===== src/rtl/alu_issue_stage_pkg.sv =====
// Shared definitions for the ALU issue stage: ALU operation codes, RV32 opcode and
// funct constants, and the skid buffer state encoding.
package alu_issue_stage_pkg;

    // The ALU decodes these same values.
    typedef enum logic [3:0] {
        ALU_AND  = 4'd0,
        ALU_XOR  = 4'd1,
        ALU_SLL  = 4'd2,
        ALU_ADD  = 4'd3,
        ALU_SUB  = 4'd4,
        ALU_MUL  = 4'd5,
        ALU_SRAI = 4'd6
    } alu_ctrl_e;

    localparam logic [6:0] OP_R = 7'b0110011;
    localparam logic [6:0] OP_I = 7'b0010011;

    localparam logic [6:0] F7_BASE   = 7'b0000000;
    localparam logic [6:0] F7_ALT    = 7'b0100000;
    localparam logic [6:0] F7_MULDIV = 7'b0000001;

    localparam logic [2:0] F3_ADD = 3'b000;
    localparam logic [2:0] F3_SLL = 3'b001;
    localparam logic [2:0] F3_XOR = 3'b100;
    localparam logic [2:0] F3_SR  = 3'b101;
    localparam logic [2:0] F3_AND = 3'b111;

    typedef enum logic [1:0] {
        SKID_EMPTY = 2'd0,
        SKID_ONE   = 2'd1,
        SKID_FULL  = 2'd2
    } skid_state_e;

endpackage


===== src/rtl/alu_issue_stage_if.sv =====
// Issue-stage bus: upstream instruction/operand handshake and downstream ALU
// control/operand handshake. The stage uses the slave modport.
interface alu_issue_stage_if #(
    parameter int XLEN = 32
);
    logic            flush_i;
    logic            in_valid_i;
    logic            in_ready_o;
    logic [31:0]     instr_i;
    logic [XLEN-1:0] rs1_data_i;
    logic [XLEN-1:0] rs2_data_i;
    logic            out_valid_o;
    logic            out_ready_i;
    logic [3:0]      alu_ctrl_o;
    logic [XLEN-1:0] data1_o;
    logic [XLEN-1:0] data2_o;
    logic [4:0]      rd_addr_o;
    logic            reg_write_o;
    logic            illegal_o;

    modport slave (
        input  flush_i, in_valid_i, instr_i, rs1_data_i, rs2_data_i, out_ready_i,
        output in_ready_o, out_valid_o, alu_ctrl_o, data1_o, data2_o,
               rd_addr_o, reg_write_o, illegal_o
    );

    modport master (
        output flush_i, in_valid_i, instr_i, rs1_data_i, rs2_data_i, out_ready_i,
        input  in_ready_o, out_valid_o, alu_ctrl_o, data1_o, data2_o,
               rd_addr_o, reg_write_o, illegal_o
    );
endinterface


===== src/rtl/alu_issue_skid.sv =====
// Generic 2-entry valid/ready skid buffer over a packed payload. in_ready is a
// flop output; flush empties the buffer and wins over push and pop.
module alu_issue_skid
    import alu_issue_stage_pkg::*;
#(
    parameter int           W       = 8,
    parameter int           DEPTH   = 2,
    parameter logic [W-1:0] RST_VAL = '0
) (
    input  logic         clk_i,
    input  logic         rst_i,
    input  logic         flush,
    input  logic         in_valid,
    output logic         in_ready,
    input  logic [W-1:0] in_data,
    output logic         out_valid,
    input  logic         out_ready,
    output logic [W-1:0] out_data
);

    if (DEPTH != 2) begin : g_bad_depth
        $error("alu_issue_skid: DEPTH must be 2");
    end

    skid_state_e  state_q, state_d;
    logic [W-1:0] head_q, tail_q;
    logic         in_ready_q;
    logic         push, pop;
    logic         load_head, head_from_tail, load_tail;

    assign out_valid = (state_q != SKID_EMPTY);
    assign in_ready  = in_ready_q;
    assign out_data  = head_q;
    assign push      = in_valid & in_ready_q;
    assign pop       = out_valid & out_ready;

    // NOTE: every signal written here gets a default first, so no path leaves one unassigned and no latch is inferred.
    always_comb begin
        state_d        = state_q;
        load_head      = 1'b0;
        head_from_tail = 1'b0;
        load_tail      = 1'b0;
        if (flush) begin
            state_d = SKID_EMPTY;
        end else begin
            case (state_q)
                SKID_EMPTY: begin
                    if (push) begin
                        state_d   = SKID_ONE;
                        load_head = 1'b1;
                    end
                end
                SKID_ONE: begin
                    // Push with pop: the new entry replaces the departing head.
                    case ({push, pop})
                        2'b10: begin
                            state_d   = SKID_FULL;
                            load_tail = 1'b1;
                        end
                        2'b01:   state_d   = SKID_EMPTY;
                        2'b11:   load_head = 1'b1;
                        default: ;
                    endcase
                end
                SKID_FULL: begin
                    if (pop) begin
                        state_d        = SKID_ONE;
                        head_from_tail = 1'b1;
                    end
                end
                default: state_d = SKID_EMPTY;
            endcase
        end
    end

    // NOTE: sequential state uses non-blocking assignments so every flop samples pre-edge values.
    always_ff @(posedge clk_i or negedge rst_i) begin
        if (!rst_i) begin
            state_q    <= SKID_EMPTY;
            in_ready_q <= 1'b1;
        end else begin
            state_q    <= state_d;
            in_ready_q <= (state_d != SKID_FULL);
        end
    end

    // NOTE: the two entries are reset because the head drives the outputs directly and must show defined values out of reset.
    always_ff @(posedge clk_i or negedge rst_i) begin
        if (!rst_i) begin
            head_q <= RST_VAL;
            tail_q <= RST_VAL;
        end else begin
            if (load_head) begin
                head_q <= in_data;
            end else if (head_from_tail) begin
                head_q <= tail_q;
            end
            if (load_tail) begin
                tail_q <= in_data;
            end
        end
    end

endmodule


===== src/rtl/alu_issue_stage.sv =====
// RV32 decode into ALU control, operands and writeback info, registered through a
// 2-entry skid buffer. Define ALU_ISSUE_MUL_EN to decode MUL; otherwise it is illegal.
module alu_issue_stage
    import alu_issue_stage_pkg::*;
#(
    parameter int XLEN       = 32,
    parameter int SKID_DEPTH = 2
) (
    input logic               clk_i,
    input logic               rst_i,
    alu_issue_stage_if.slave  bus
);

    localparam int PW = 4 + 2 * XLEN + 5 + 2;
    localparam logic [PW-1:0] PAYLOAD_RST = {ALU_ADD, {(PW - 4){1'b0}}};

    logic [6:0]      opcode;
    logic [2:0]      funct3;
    logic [6:0]      funct7;
    logic [4:0]      rd;
    logic            legal;
    alu_ctrl_e       dec_ctrl;
    logic [XLEN-1:0] dec_data2;

    logic [3:0]      pl_ctrl;
    logic [XLEN-1:0] pl_data1, pl_data2;
    logic            pl_reg_write, pl_illegal;
    logic [PW-1:0]   in_payload, out_payload;
    logic            unused_rs1_addr;

    assign opcode = bus.instr_i[6:0];
    assign funct3 = bus.instr_i[14:12];
    assign funct7 = bus.instr_i[31:25];
    assign rd     = bus.instr_i[11:7];

    // The register file has already been read; the rs1 address field is not needed here.
    assign unused_rs1_addr = ^bus.instr_i[19:15];

    always_comb begin
        legal     = 1'b0;
        dec_ctrl  = ALU_ADD;
        dec_data2 = bus.rs2_data_i;
        case (opcode)
            OP_R: begin
                case ({funct7, funct3})
                    {F7_BASE, F3_AND}: begin legal = 1'b1; dec_ctrl = ALU_AND; end
                    {F7_BASE, F3_XOR}: begin legal = 1'b1; dec_ctrl = ALU_XOR; end
                    {F7_BASE, F3_SLL}: begin legal = 1'b1; dec_ctrl = ALU_SLL; end
                    {F7_BASE, F3_ADD}: begin legal = 1'b1; dec_ctrl = ALU_ADD; end
                    {F7_ALT,  F3_ADD}: begin legal = 1'b1; dec_ctrl = ALU_SUB; end
`ifdef ALU_ISSUE_MUL_EN
                    {F7_MULDIV, F3_ADD}: begin legal = 1'b1; dec_ctrl = ALU_MUL; end
`endif
                    default: ;
                endcase
            end
            OP_I: begin
                if (funct3 == F3_ADD) begin
                    legal     = 1'b1;
                    dec_ctrl  = ALU_ADD;
                    dec_data2 = {{(XLEN - 12){bus.instr_i[31]}}, bus.instr_i[31:20]};
                end else if (funct3 == F3_SR && funct7 == F7_ALT) begin
                    legal     = 1'b1;
                    dec_ctrl  = ALU_SRAI;
                    dec_data2 = {{(XLEN - 5){1'b0}}, bus.instr_i[24:20]};
                end
            end
            default: ;
        endcase
    end

    // Illegal entries still flow, but carry neutral control and zero operands.
    assign pl_illegal   = ~legal;
    assign pl_ctrl      = legal ? dec_ctrl : ALU_ADD;
    assign pl_data1     = legal ? bus.rs1_data_i : '0;
    assign pl_data2     = legal ? dec_data2 : '0;
    assign pl_reg_write = legal && (rd != 5'd0);

    assign in_payload = {pl_ctrl, pl_data1, pl_data2, rd, pl_reg_write, pl_illegal};

    alu_issue_skid #(
        .W       (PW),
        .DEPTH   (SKID_DEPTH),
        .RST_VAL (PAYLOAD_RST)
    ) u_skid (
        .clk_i     (clk_i),
        .rst_i     (rst_i),
        .flush     (bus.flush_i),
        .in_valid  (bus.in_valid_i),
        .in_ready  (bus.in_ready_o),
        .in_data   (in_payload),
        .out_valid (bus.out_valid_o),
        .out_ready (bus.out_ready_i),
        .out_data  (out_payload)
    );

    assign {bus.alu_ctrl_o, bus.data1_o, bus.data2_o,
            bus.rd_addr_o, bus.reg_write_o, bus.illegal_o} = out_payload;

endmodule


===== src/flat_wrapper.sv =====
// flat-port wrapper written by rule: the top's interface ports become plain ports
module alu_issue_stage_flat import alu_issue_stage_pkg::*;
#(
    parameter int XLEN       = 32,
    parameter int SKID_DEPTH = 2
)
  (clk_i, rst_i, bus_flush_i, bus_in_valid_i, bus_instr_i, bus_rs1_data_i, bus_rs2_data_i, bus_out_ready_i, bus_in_ready_o, bus_out_valid_o, bus_alu_ctrl_o, bus_data1_o, bus_data2_o, bus_rd_addr_o, bus_reg_write_o, bus_illegal_o);
  alu_issue_stage_if #(.XLEN(XLEN)) bus_i ();
  input logic clk_i;
  input logic rst_i;
  input wire logic [$bits(bus_i.flush_i)-1:0] bus_flush_i;
  input wire logic [$bits(bus_i.in_valid_i)-1:0] bus_in_valid_i;
  input wire logic [$bits(bus_i.instr_i)-1:0] bus_instr_i;
  input wire logic [$bits(bus_i.rs1_data_i)-1:0] bus_rs1_data_i;
  input wire logic [$bits(bus_i.rs2_data_i)-1:0] bus_rs2_data_i;
  input wire logic [$bits(bus_i.out_ready_i)-1:0] bus_out_ready_i;
  output wire logic [$bits(bus_i.in_ready_o)-1:0] bus_in_ready_o;
  output wire logic [$bits(bus_i.out_valid_o)-1:0] bus_out_valid_o;
  output wire logic [$bits(bus_i.alu_ctrl_o)-1:0] bus_alu_ctrl_o;
  output wire logic [$bits(bus_i.data1_o)-1:0] bus_data1_o;
  output wire logic [$bits(bus_i.data2_o)-1:0] bus_data2_o;
  output wire logic [$bits(bus_i.rd_addr_o)-1:0] bus_rd_addr_o;
  output wire logic [$bits(bus_i.reg_write_o)-1:0] bus_reg_write_o;
  output wire logic [$bits(bus_i.illegal_o)-1:0] bus_illegal_o;
  assign bus_i.flush_i = bus_flush_i;
  assign bus_i.in_valid_i = bus_in_valid_i;
  assign bus_i.instr_i = bus_instr_i;
  assign bus_i.rs1_data_i = bus_rs1_data_i;
  assign bus_i.rs2_data_i = bus_rs2_data_i;
  assign bus_i.out_ready_i = bus_out_ready_i;
  assign bus_in_ready_o = bus_i.in_ready_o;
  assign bus_out_valid_o = bus_i.out_valid_o;
  assign bus_alu_ctrl_o = bus_i.alu_ctrl_o;
  assign bus_data1_o = bus_i.data1_o;
  assign bus_data2_o = bus_i.data2_o;
  assign bus_rd_addr_o = bus_i.rd_addr_o;
  assign bus_reg_write_o = bus_i.reg_write_o;
  assign bus_illegal_o = bus_i.illegal_o;
  alu_issue_stage #(.XLEN(XLEN), .SKID_DEPTH(SKID_DEPTH)) u_core (.clk_i(clk_i), .rst_i(rst_i), .bus(bus_i));
endmodule

===== config.mk =====
export PLATFORM = sky130hd
export DESIGN_NAME = alu_issue_stage_flat
export DESIGN_NICKNAME = d
export VERILOG_FILES = /design/src/rtl/alu_issue_stage_pkg.sv /design/src/rtl/alu_issue_stage_if.sv /design/src/rtl/alu_issue_skid.sv /design/src/rtl/alu_issue_stage.sv /design/src/flat_wrapper.sv
export SDC_FILE = /design/constraint.sdc
export NUM_CORES = 1
export LEC_CHECK = 0
export ABC_AREA = 1
export CORE_MARGIN = 2
export CORE_UTILIZATION = 32
export DETAILED_ROUTE_END_ITERATION = 7
export GPL_TIMING_DRIVEN = 0
export PLACE_DENSITY_LB_ADDON = 0.2
export SLEW_MARGIN = 10
export SYNTH_ARGS = -nofsm -noshare
export SYNTH_HDL_FRONTEND = slang
export SYNTH_HIERARCHICAL = 1
export SYNTH_SLANG_ARGS = --single-unit

===== constraint.sdc =====
create_clock -name clk_i -period 2.1 [get_ports clk_i]
set_input_delay 0.315 -clock clk_i [delete_from_list [all_inputs] [get_ports clk_i]]
set_output_delay 0.315 -clock clk_i [all_outputs]
set_load 0.005 [all_outputs]

==> impl_metrics.env <==
export IMPL_fin_area_um2=11450
export IMPL_drt_first_iter_violations=486
export IMPL_status="finished, violations left"
export IMPL_cts_tree="yes"
export IMPL_switching_power_mw=2.327
export IMPL_max_freq_mhz=513.7
export IMPL_clock_sinks=153
export IMPL_startpoint_type="input port"
export IMPL_clk_latency_ps=440
export IMPL_synth_simple_area_share=0.3029
export IMPL_cp_depth=15
export IMPL_worstPathCellList="clkdlybuf4s50_1 -> nand2_1 -> inv_1 -> nand2_1 -> nor2_8 -> nand3_4 -> nand2_4 -> inv_2 -> nand2_4 -> buf_6 -> nand3_1 -> inv_1 -> nand4_1 -> nand2_1 -> nand2_1"
export IMPL_crit_path_end_kind="register"
export IMPL_power_frac_clock=0.394
export IMPL_irDropWorstVdd_uv=522.1
export IMPL_maxCapViolCount=0
export IMPL_muxShareOfSynthArea=0
export IMPL_std_cell_rows=59
export IMPL_ant_nets=0
export IMPL_fin_nets=1501
export IMPL_ys_ff_latch=153
export IMPL_synth_cell_types=31
export IMPL_drc=14
export IMPL_io_pins=178
export IMPL_post_route_min_period_ps=1946
export IMPL_crit_slowest_cell="clkdlybuf4s50_1"
export IMPL_finalHoldViolCount=0
export IMPL_die_width_um=167.2
export IMPL_crit_path_frequent_cell="nand2_1"
export IMPL_synthCells=1198
export IMPL_hold_path_class="input port to async pin"
export IMPL_tightest_slew_ps=636.6
export IMPL_ctsRootBufferMaster="clkbuf_16"
export IMPL_required_ps=2460
export IMPL_finClkSkew_ps=14.58
export IMPL_cp_max_fo=10
export IMPL_synth_compound_area_share=0.09422
export IMPL_syn_avg_cell_area_um2=7.117
export IMPL_io_buffers=172
export IMPL_slew_violations=0
export IMPL_intPower_mw=6.129
export IMPL_cts_buffers=17
export IMPL_grt_max_degree=82
export IMPL_finalWorstSetupSlack_ps=153.5
export IMPL_htreeDepth=4
export IMPL_setup_viol=0
export IMPL_slowest_delay_ps=460
export IMPL_synth_warning_count=6
export IMPL_rsz0062_at_grt="yes"
export IMPL_core_area_um2=26130
export IMPL_grt_overflow=0
export IMPL_post_dp_cell_area_um2=10700
export IMPL_start_util=0.3262
export IMPL_vias_per_cell=4.676
export IMPL_yosysSeqAreaShare=0.4498
export IMPL_reg2regPathDepth=8
export IMPL_post_place_ws_ps=-475.8
export IMPL_worst_setup_path_type="input port to register"
export IMPL_drive_above_1_share=0.09200
export IMPL_wl_per_cell_um=14.55
export IMPL_grt_pass1_vias=7776
export IMPL_num_vias=8174
export IMPL_synthAdderAreaFrac=0
export IMPL_post_route_period_util=0.9269
export IMPL_synth_top_family_by_area="simple AND/OR/NAND/NOR gates"
export IMPL_areaGrowthSynthToFinish_pct=34.33
export IMPL_slew_headroom=0.5756
export IMPL_grt_antenna_before_repair=0
export IMPL_synth_xor_area_share=0
export IMPL_die_area_um2=27960
export IMPL_crit_family="simple AND/OR/NAND/NOR gates"
export IMPL_p_seq_frac=0.412
export IMPL_syn_nets=1299
export IMPL_comb_power_share=0.195
export IMPL_syn_cell_area_um2=8526
export IMPL_dr_pass1_iters=7
export IMPL_cts_buffer_depth=2
export IMPL_cp_arrival_ps=2310
export IMPL_switching_share=0.2752
export IMPL_dpl_hpwl_um=18060
export IMPL_grt_first_pass_wirelength_um=40900
export IMPL_die_y_um=167.2
export IMPL_wl_um=25440
export IMPL_powerDensity_nw_per_um2=738.3
export IMPL_leakagePower_nw=5.462
export IMPL_path_clk_slew_ps=70
export IMPL_worst_path_buf_inv=5
export IMPL_antenna_cells=0
export IMPL_grt_total_usage=0.1816
export IMPL_violations="design-rule violations"
export IMPL_gp_congestion=0.7769
-- registers in the layout, indices dropped and copies added (netlist names) --
register,flops
u_core/u_skid/tail_q,75
u_core/u_skid/in_ready,1
u_core/u_skid/state_q,2
u_core/u_skid/out_data,75
-- cell usage in the layout, fill, tap and decap left out, types with 3 or more instances in the layout --
cell type / synthesis / routed
buf_1: 4 / 4
buf_2: 41 / 39
buf_4: 5 / 13
buf_6: 6 / 6
bufinv_16: 0 / 3
clkbuf_1: 30 / 29
clkbuf_16: 0 / 17
clkdlybuf4s50_1: 0 / 168
dfrtp_1: 148 / 148
dfstp_2: 5 / 5
dlymetal6s2s_1: 0 / 3
inv_1: 220 / 220
inv_2: 10 / 10
inv_6: 0 / 8
inv_8: 0 / 3
nand2_1: 315 / 314
nand2_2: 2 / 3
nand2_4: 3 / 3
nand3_1: 119 / 119
nand4_1: 76 / 76
nor2_1: 44 / 42
nor2_2: 5 / 5
o21ai_0: 122 / 122
o21ai_1: 30 / 30
-- stage by stage --
stage	utilization	std cells	total power, mW	TNS [ps]	hold WS (ps)
2_1_floorplan	-	1198	4.136	0	19.41
6_report	0.4382	1748	8.456	0	463.1
4_1_cts	0.4347	1741	8.565	0	475.1
3_3_place_gp	0.4082	1705	5.176	-936540	461.2
5_1_grt	0.4382	1748	8.900	-33.64	492.1
3_5_place_dp	0.4094	1706	5.197	-39500	362.6
-- synth_stat cells, drive strengths merged --
cell type / instances / area share
dfrtp: 148 / 0.43
o211ai: 1 / 0.00088
a31oi: 1 / 0.00073
o21ai: 152 / 0.089
nor3b: 1 / 0.00088
nor3: 3 / 0.0037
dfstp: 5 / 0.015
buf: 56 / 0.038
a21boi: 1 / 0.00088
clkbuf: 30 / 0.013
nand4: 76 / 0.056
inv: 230 / 0.10
nor2: 50 / 0.025
nand2: 320 / 0.14
conb: 1 / 0.00044
a21oi: 2 / 0.0025
nand3: 121 / 0.073
-- cells by family (layout without fill, tap and decap cells) --
family	count (synthesis)	after routing
other cells	1	1
buf+inv	316	531
flops	153	153
compound gates	157	157
simple gates	571	571
-- area by class of cell --
class                   instances  area [um^2]
clock inverters                15        198.9
flip-flops and latches        153         3835
well taps                     335        419.2
multi-input cells             729         3415
inverters                     230        863.3
fillers                      2720        14680
plain buffers                  86        444.2
clock buffers                  17        425.4
repair buffers                183         1852
-- repair_timing --
action / CTS / global route
setup buffers: 2 / 7
hold buffers: 1 / 0
pin swaps: 1 / 2
setup endpoints to repair: 1 / 44
hold endpoints to repair: 78 / 0
gates resized for setup: 0 / 13
-- power by group through the flow --
stage                     logic (mW)  registers, mW  clock network (mW)
after global placement          1.64           3.54                   0
final                           1.64           3.48                3.33
after CTS                       1.66           3.49                3.41
after floorplan                0.602           3.53                   0
after detailed placement        1.65           3.54                   0
after global routing            1.82           3.52                3.56
-- path summary, 6_finish.rpt --
kind | start | endpoint | slack [ps]
max | bus_instr_i[0] | u_core/u_skid/out_data[72]$_DFFE_PN1P_ | 150
min | rst_i | u_core/u_skid/out_data[46]$_DFFE_PN0P_ | 460
min reg2reg | u_core/u_skid/tail_q[72]$_DFFE_PN1P_ | u_core/u_skid/tail_q[72]$_DFFE_PN1P_ | 470
min in group clk_i | u_core/u_skid/tail_q[72]$_DFFE_PN1P_ | u_core/u_skid/tail_q[72]$_DFFE_PN1P_ | 470
max in group asynchronous | rst_i | u_core/u_skid/tail_q[72]$_DFFE_PN1P_ | 790
max reg2reg | u_core/u_skid/in_ready$_DFF_PN1_ | u_core/u_skid/out_data[38]$_DFFE_PN0P_ | 190
-- metal layers --
layer | GRT usage | up-vias | part of all wire
met1 | 0.2516 | 3769 | 0.47
met2 | 0.2915 | 214 | 0.47
met5 | 0 | - | 0
met4 | 0.04839 | 0 | 0.013
met3 | 0.03522 | 24 | 0.054
li1 | - | 4167 | -
Power figures use the tool's default switching activity.
